==> src/rtl/wb_port_arbiter_pkg.sv <==
// Shared definitions for the register-file write-port arbiter: default widths,
// FSM state encoding and a counter-width helper.
package wb_port_arbiter_pkg;

   localparam int DATA_W_DEF   = 32;
   localparam int IMM_W_DEF    = 19;
   localparam int RA_W_DEF     = 5;
   localparam int MAX_WAIT_DEF = 3;

   // IDLE: no immediate parked; HOLD: one immediate waits in the hold buffer.
   typedef enum logic {
      IDLE = 1'b0,
      HOLD = 1'b1
   } arb_state_e;

   // Bits needed to count 0..max_val inclusive (at least one bit).
   function automatic int cnt_width(input int max_val);
      return (max_val < 1) ? 1 : $clog2(max_val + 1);
   endfunction

endpackage

==> src/rtl/wb_port_arbiter_sign_ext.sv <==
// Two's-complement sign extension from INSIZE to OUTSIZE bits.
module sign_ext #(
   parameter int INSIZE  = 19,
   parameter int OUTSIZE = 32
) (
   input  logic signed [INSIZE-1:0]  din,
   output logic signed [OUTSIZE-1:0] dout
);

   // Replicate the sign bit into the upper bits.
   always_comb begin
      dout = {{(OUTSIZE-INSIZE){din[INSIZE-1]}}, din};
   end

endmodule

==> src/rtl/wb_port_arbiter.sv <==
// Register-file write-port arbiter between the ALU result path and the
// immediate-load path. A same-cycle conflict to different registers parks the
// immediate in a one-entry hold buffer; the ALU keeps priority until the
// immediate has been deferred MAX_WAIT times, then the ALU is stalled once so
// the held write drains. A younger ALU write to the held register supersedes it.
module wb_port_arbiter
   import wb_port_arbiter_pkg::*;
#(
   parameter int DATA_W   = DATA_W_DEF,
   parameter int IMM_W    = IMM_W_DEF,
   parameter int RA_W     = RA_W_DEF,
   parameter int MAX_WAIT = MAX_WAIT_DEF
) (
   input  logic              clk,
   input  logic              rst_n,
   input  logic              alu_valid,
   output logic              alu_ready,
   input  logic [RA_W-1:0]   alu_rd,
   input  logic [DATA_W-1:0] alu_data,
   input  logic              imm_valid,
   output logic              imm_ready,
   input  logic [RA_W-1:0]   imm_rd,
   input  logic [IMM_W-1:0]  imm_data,
   output logic              rf_we,
   output logic [RA_W-1:0]   rf_waddr,
   output logic [DATA_W-1:0] rf_wdata,
   output logic              drop_pulse
);

   localparam int              CNT_W    = cnt_width(MAX_WAIT);
   localparam logic [CNT_W-1:0] WAIT_LIM = CNT_W'(MAX_WAIT);

   arb_state_e               state;
   arb_state_e               state_nx;
   logic [RA_W-1:0]          hold_rd;
   logic signed [DATA_W-1:0] hold_data;
   logic [CNT_W-1:0]         wait_cnt;
   logic [CNT_W-1:0]         wait_nx;
   logic signed [DATA_W-1:0] imm_ext;
   logic                     alu_xfer;
   logic                     imm_xfer;
   logic                     hold_ld;
   logic                     vld_p0;
   logic [RA_W-1:0]          wr_addr_p0;
   logic signed [DATA_W-1:0] wr_data_p0;
   logic                     drop_p0;

   // Deferral counter increment that never wraps past MAX_WAIT.
   function automatic logic [CNT_W-1:0] sat_inc(input logic [CNT_W-1:0] v);
      return (v == WAIT_LIM) ? v : v + CNT_W'(1);
   endfunction

   // The hold buffer stores the already-extended value.
   sign_ext #(
      .INSIZE  (IMM_W),
      .OUTSIZE (DATA_W)
   ) u_sext (
      .din  (imm_data),
      .dout (imm_ext)
   );

   assign alu_xfer = alu_valid && alu_ready;
   assign imm_xfer = imm_valid && imm_ready;

   // FSM state register.
   always_ff @(posedge clk or negedge rst_n) begin
      if (!rst_n) begin
         state <= IDLE;
      end else begin
         state <= state_nx;
      end
   end

   // Grant, next-state and write-select decision for the upcoming cycle.
   always_comb begin
      state_nx   = state;
      vld_p0     = 1'b0;
      wr_addr_p0 = alu_rd;
      wr_data_p0 = alu_data;
      drop_p0    = 1'b0;
      hold_ld    = 1'b0;
      wait_nx    = wait_cnt;
      case (state)
         IDLE: begin
            if (alu_xfer) begin
               // ALU is the younger request and always wins the port.
               vld_p0 = 1'b1;
               if (imm_xfer) begin
                  if (alu_rd == imm_rd) begin
                     drop_p0 = 1'b1;
                  end else begin
                     hold_ld  = 1'b1;
                     wait_nx  = '0;
                     state_nx = HOLD;
                  end
               end
            end else if (imm_xfer) begin
               vld_p0     = 1'b1;
               wr_addr_p0 = imm_rd;
               wr_data_p0 = imm_ext;
            end
         end
         HOLD: begin
            if (alu_xfer) begin
               vld_p0 = 1'b1;
               if (alu_rd == hold_rd) begin
                  // Younger ALU write makes the parked immediate dead.
                  drop_p0  = 1'b1;
                  wait_nx  = '0;
                  state_nx = IDLE;
               end else begin
                  wait_nx = sat_inc(wait_cnt);
               end
            end else begin
               vld_p0     = 1'b1;
               wr_addr_p0 = hold_rd;
               wr_data_p0 = hold_data;
               wait_nx    = '0;
               state_nx   = IDLE;
            end
         end
         default: begin
            state_nx = IDLE;
         end
      endcase
   end

   // Handshake readies decoded from the current state.
   always_comb begin
      imm_ready = (state == IDLE);
      alu_ready = !((state == HOLD) && (wait_cnt == WAIT_LIM));
   end

   // Register-file write stage, hold buffer and deferral counter.
   always_ff @(posedge clk or negedge rst_n) begin
      if (!rst_n) begin
         rf_we      <= 1'b0;
         rf_waddr   <= '0;
         rf_wdata   <= '0;
         drop_pulse <= 1'b0;
         hold_rd    <= '0;
         hold_data  <= '0;
         wait_cnt   <= '0;
      end else begin
         // Writes to r0 complete the handshake but never reach the file.
         rf_we <= vld_p0 && (wr_addr_p0 != '0);
         if (vld_p0 && (wr_addr_p0 != '0)) begin
            rf_waddr <= wr_addr_p0;
            rf_wdata <= wr_data_p0;
         end
         drop_pulse <= drop_p0;
         wait_cnt   <= wait_nx;
         if (hold_ld) begin
            hold_rd   <= imm_rd;
            hold_data <= imm_ext;
         end
      end
   end

endmodule

==> config.mk <==
export PLATFORM = sky130hd
export DESIGN_NAME = wb_port_arbiter
export DESIGN_NICKNAME = d
export VERILOG_FILES = /design/src/rtl/wb_port_arbiter_pkg.sv /design/src/rtl/wb_port_arbiter_sign_ext.sv /design/src/rtl/wb_port_arbiter.sv
export SDC_FILE = /design/constraint.sdc
export NUM_CORES = 1
export LEC_CHECK = 0
export ABC_CLOCK_PERIOD_IN_PS = 2300
export CELL_PAD_IN_SITES_DETAIL_PLACEMENT = 1
export CELL_PAD_IN_SITES_GLOBAL_PLACEMENT = 1
export CORE_UTILIZATION = 30
export DETAILED_ROUTE_END_ITERATION = 10
export PLACE_DENSITY_LB_ADDON = 0.3
export SETUP_SLACK_MARGIN = 0.15
export SYNTH_ARGS = -nofsm -noshare
export SYNTH_HDL_FRONTEND = slang
export SYNTH_SLANG_ARGS = --single-unit
==> constraint.sdc <==
create_clock -name clk -period 2.3 [get_ports clk]
set_clock_uncertainty 0.05 [all_clocks]
set_input_delay 0.23 -clock clk [delete_from_list [all_inputs] [get_ports clk]]
set_output_delay 0.23 -clock clk [all_outputs]
set_load 0.02 [all_outputs]
# Word level (Yosys, flattened, before mapping)
# Cells that the tools add are included.
# word_totals
ff_bits	66
input_bits	65
output_inout_bits	41
elab_cells	55
# op_classes
n_addsub	1
n_eq_ne	7
n_mux	31
bitwise	1
reduce_logical	7
# ops
cell	count
32-bit 2-to-1 mux	3
32-bit one-hot mux with 2 select lines	1
5-bit 2-to-1 mux	3
1-bit 2-to-1 mux	13
2-bit 2-to-1 mux	6
5-bit == test	2
5-bit one-hot mux with 2 select lines	1
1-bit one-hot mux with 2 select lines	3
5-bit nonzero test	1
1-bit logical AND	4
2-bit by 1-bit inequality test with 1-bit output (second input constant)	2
4-bit inequality test (second input constant)	1
2-bit one-hot mux with 2 select lines	1
4-bit AND reduction	1
2-bit by 1-bit adder with 2-bit output (second input constant)	1
2-bit == test (second input constant)	1
2-bit inequality test (second input constant)	1
1-bit logical NOT	1
1-bit NOT	1

# Logic depth before layout (Yosys ltp)
# logic_depth
depth_word	8
mapped_depth	10
ltp_nobuf	7

# Hierarchy
# From an unflattened synthesis, not the netlist that was laid out.
# unflattened
hier_cells	469
area_unflattened_um2	4593.2
# by_module_without_submodules
mod	instances	cells_per_inst	area_per_inst_um2	seq_area_each_um2
wb_port_arbiter	1	437	4352.9	1976.9
sign_ext	1	32	240.2	0.0

# Worst setup path before layout
# OpenSTA, ideal clock, no wires.
# synth_timing
path_type	reg2reg
startpoint	register wait_cnt[0]
endpoint	register rf_wdata[10]
setup_ns	0.136
arrival_time_ns	1.923
t_required_ns	2.114
setup_slack_ns	0.191
stages_incl_launch_ff	10
period_less_slack_ns	2.109
path_cell_list	dfrtp_1 > ha_1 > and2b_2 > nor2_2 > a222oi_1 > and3_2 > a21oi_2 > buf_6 > buf_12 > mux2i_1
# synth_between
elab_chain_len	8
word_cells_on_any_way	14
classes_between	eq/ne (1); mux (8); reduce/logical (5)
# synth_rtl
item	line_no	rtl
from (decl)	wb_port_arbiter.sv:37	logic [CNT_W-1:0] wait_cnt;
from (signal assigned)	wb_port_arbiter.sv:152	wait_cnt <= wait_nx;
2-bit == test (*)	wb_port_arbiter.sv:131	alu_ready = !((state == HOLD) && (wait_cnt == WAIT_LIM));
1-bit logical AND (*)	wb_port_arbiter.sv:131	
1-bit logical NOT (*)	wb_port_arbiter.sv:131	
1-bit logical AND (*)	wb_port_arbiter.sv:62	assign alu_xfer = alu_valid && alu_ready;
5-bit 2-to-1 mux (on tied branches)	wb_port_arbiter.sv:104, wb_port_arbiter.sv:85	
5-bit one-hot mux with 2 select lines	wb_port_arbiter.sv:83	case (state)
5-bit nonzero test	wb_port_arbiter.sv:147	if (vld_p0 && (wr_addr_p0 != '0)) begin
1-bit logical AND	wb_port_arbiter.sv:147	
to (signal assigned)	wb_port_arbiter.sv:149	rf_wdata <= wr_data_p0;
to (decl)	wb_port_arbiter.sv:26	output logic [DATA_W-1:0] rf_wdata,
# Every way passes the cells marked *; elsewhere a longest branch is shown, timed or not.
# A chain may end at the register's enable or synchronous reset.

# Final worst setup path
# layout_timing
startpoint	register wait_cnt[0]
endpoint	register rf_wdata[3]
# Same word-level chain as after synthesis.

==> results.sh <==
export IMPL_die_h_um=105
export IMPL_postLayoutCoreUtil_pct=48.2
export IMPL_cp_arrival_ps=2450
export IMPL_synth_compound_area_share_pct=13.0
export IMPL_cts_buffer_depth=2
export IMPL_crit_path_end_kind="flip-flop"
export IMPL_grt_pass1_vias=2943
export IMPL_cap_violations=0
export IMPL_reg2reg_slack_ps=50
export IMPL_fmax_ghz=0.445
export IMPL_viasPerCell=4.83
export IMPL_yosys_area_top_type="dfrtp_1"
export IMPL_initial_core_util_pct=30.9
export IMPL_cellPowerDensity_mw_per_mm2=834
export IMPL_intPower_uw=2830
export IMPL_synth_fa_ha_area_share_pct=0.393
export IMPL_synth_seq_cells=66
export IMPL_dp_hpwl_um=6440
export IMPL_h_tree_depth=3
export IMPL_hold_class="input port to async pin"
export IMPL_path_class="flip-flop to flip-flop"
export IMPL_status="finished, final reports clean"
export IMPL_rr_endpoint="rf_wdata[3]$_DFFE_PN0P_"
export IMPL_cts_tree="done"
export IMPL_met2_usage_pct=30.8
export IMPL_synth_edf_count=0
export IMPL_clock_sinks=66
export IMPL_track_usage_pct=18.2
export IMPL_cts_root_buf="clkbuf_8"
export IMPL_finalHoldViolations=0
export IMPL_final_period_utilization_pct=97.7
export IMPL_grt_antenna_before_repair=0
export IMPL_p_leak_uw=0.00232
export IMPL_cp_required_ps=2510
export IMPL_ys_warn_count=0
export IMPL_worst_r2r_path_depth=10
export IMPL_ys_flop_type="dfrtp_1"
export IMPL_period_minus_slack_ps=2250
export IMPL_ys_types=39
export IMPL_maxSlewViolCount=0
export IMPL_synth_most_common_cell="dfrtp_1"
export IMPL_via_count=2669
export IMPL_critPathLaunchType="flip-flop"
export IMPL_crit_path_max_fanout=7
export IMPL_switching_share_pct=31.8
export IMPL_switchingPower_uw=1320
export IMPL_area_growth_pct=56.0
export IMPL_synthTopCellsByCount="dfrtp_1 (66), inv_1 (37), mux2i_1 (34), mux2_1 (24), a222oi_1 (19)"
export IMPL_synth_nets=336
export IMPL_grt_pass1_wl_um=15500
export IMPL_die_area_mm2=0.0110
export IMPL_synth_mux_area_share_pct=19.5
export IMPL_die_width_um=105
export IMPL_pwr_share_seq_pct=38.8
export IMPL_synth_area_top_cells="dfrtp_1 (52%), mux2i_1 (11%), mux2_1 (8.5%)"
export IMPL_clockPowerShare_pct=25.7
export IMPL_num_io_pins=106
export IMPL_finalSetupViolations=0
export IMPL_synth_xor_area_share_pct=2.75
export IMPL_grt_overflow=0
export IMPL_pwr_share_comb_pct=35.5
export IMPL_core_area_mm2=0.0103
export IMPL_relSlewSlack_pct=70.2
export IMPL_clk_pin_slew_ps=80
export IMPL_worst_pin_slew_ps=447
export IMPL_synth_avg_cell_area_um2=11.8
export IMPL_r2r_start="wait_cnt[0]$_DFFE_PN0P_"
export IMPL_synth_seq_area_share_pct=51.8
export IMPL_grt_met1_usage_pct=22.8
export IMPL_grtUsageMet3_pct=3.31
export IMPL_postRouteAntennaNets=0
export IMPL_n_antenna_cell=0
export IMPL_syn_area_mm2=0.00319
export IMPL_synth_top_area_share_pct=51.8
export IMPL_rsz0062_at_grt="yes"
export IMPL_grt_most_used_layer="met2"
export IMPL_synth_top_family_by_area="multiplexers"
export IMPL_tns_ps=0
export IMPL_initialDrtViolationCount=152
export IMPL_netlist_instances=270
export IMPL_wl_per_cell_um=17.3
export IMPL_numPortBuffers=105
export IMPL_synth_async_sr_flop_share_pct=100
export IMPL_clk_latency_ps=340
export IMPL_yosys_area_share_simple_pct=4.36
export IMPL_dr_pass1_iters=8
export IMPL_grt_max_degree=34
export IMPL_rows=37
export IMPL_cts_made_buffers=9
export IMPL_routed_wl_um=9540
export IMPL_nets=478
export IMPL_vdd_drop_max_v=0.000283
export IMPL_drc=0
export IMPL_gp_congestion=0.752
export IMPL_layout_drive_gt1_share_pct=16.3
==> logic make-up (layout without fill, tap and decap cells) <==
logic type,after synthesis,after routing
mux,59,59
fa+ha+maj,1,1
xor+xnor,10,10
flops,66,66
buf+inv,54,201
compound gates,55,55
simple gates,25,25
==> layout make-up <==
type                       count  area (µm²)
clock buffer                  11         131
clock inverter                 5        78.8
fill                        1087        5350
inverter                      38         143
multi-input combinational    150        1320
sequential                    66        1650
tap                          136         170
timing repair buffer         147        1480
==> how the worst max path moves through the flow <==
stage                            start                  endpoint  cells past startpoint
3_5_place_dp                 alu_valid  rf_wdata[21]$_DFFE_PN0P_                      8
6_report       wait_cnt[0]$_DFFE_PN0P_   rf_wdata[3]$_DFFE_PN0P_                     10
5_1_grt        wait_cnt[0]$_DFFE_PN0P_  rf_wdata[23]$_DFFE_PN0P_                     10
2_1_floorplan  wait_cnt[0]$_DFFE_PN0P_  rf_wdata[10]$_DFFE_PN0P_                      9
3_3_place_gp                 alu_valid  rf_wdata[13]$_DFFE_PN0P_                      8
4_1_cts        wait_cnt[1]$_DFFE_PN0P_   rf_wdata[2]$_DFFE_PN0P_                      9
==> stage by stage <==
| step | worst slack, ps | hold WS [ps] | std cells | area (µm²) | total power (µW) |
|---|---|---|---|---|---|
| after global placement | -75.3 | 248 | 521 | 4520 | 2930 |
| after global routing | -70.1 | 442 | 553 | 4970 | 4380 |
| final | 51.9 | 408 | 553 | 4970 | 4150 |
| after floorplan | 191 | -116 | 270 | 3190 | 2310 |
| after CTS | 92.3 | 426 | 551 | 4950 | 4180 |
| after detailed placement | -173 | 252 | 521 | 4520 | 2980 |
==> critical path, stage by stage, from the launching register on <==
cell,delay [ps]
dfrtp_1,370
ha_2,190
and2b_2,240
nor2_4,130
buf_4,130
a22oi_1,80
and3_1,240
a21oi_4,230
buf_6,140
buf_12,130
mux2i_1,220
==> repair_timing <==
action | in CTS | in global routing
buffers inserted | 10 | 2
pin swaps | 4 | 0
setup endpoints to repair | 35 | 36
cloned | 3 | 0
hold buffers | 1 | 0
hold endpoints to repair | 66 | 0
resized for setup | 12 | 5
==> placed cells by master (no fill, tap or decap), types with 2 or more instances in the layout <==
cell | Yosys | final
clkdlybuf4s50_1 | 0 | 104
dfrtp_1 | 66 | 66
inv_1 | 37 | 37
mux2i_1 | 34 | 33
buf_4 | 0 | 30
mux2_1 | 24 | 24
a222oi_1 | 19 | 19
a21oi_1 | 17 | 17
clkbuf_8 | 0 | 9
nand2_1 | 6 | 6
xor2_1 | 6 | 6
nand3_1 | 5 | 5
buf_6 | 1 | 5
xnor2_1 | 4 | 4
o22ai_1 | 5 | 3
buf_16 | 0 | 3
buf_12 | 2 | 3
nand2b_1 | 2 | 2
a21oi_4 | 0 | 2
o211a_1 | 2 | 2
a22oi_1 | 2 | 2
and3_1 | 2 | 2
nor3_1 | 2 | 2
a31oi_1 | 2 | 2
o22ai_2 | 0 | 2
a21boi_0 | 2 | 2
clkbuf_1 | 7 | 2
clkinv_2 | 0 | 2
bufinv_16 | 0 | 2
==> layer usage <==
metal	wire length, µm	part of all wire, %
met2	4810	50
met3	390	4.1
met5	0	0
met4	136	1.4
met1	4200	44
==> state kept, by name (all words and copies together) (netlist names) <==
signal,cells
rf_we,1
drop_pulse,1
hold_rd,5
rf_wdata,32
state,1
rf_waddr,5
wait_cnt,2
hold_data,19
==> power groups by stage <==
stage	logic, µW	registers, µW	clock network (µW)
6_report	1470	1610	1070
5_1_grt	1590	1650	1140
4_1_cts	1470	1610	1100
3_5_place_dp	1350	1630	0
3_3_place_gp	1320	1620	0
2_1_floorplan	528	1780	0
Power figures use the tool's default switching activity.
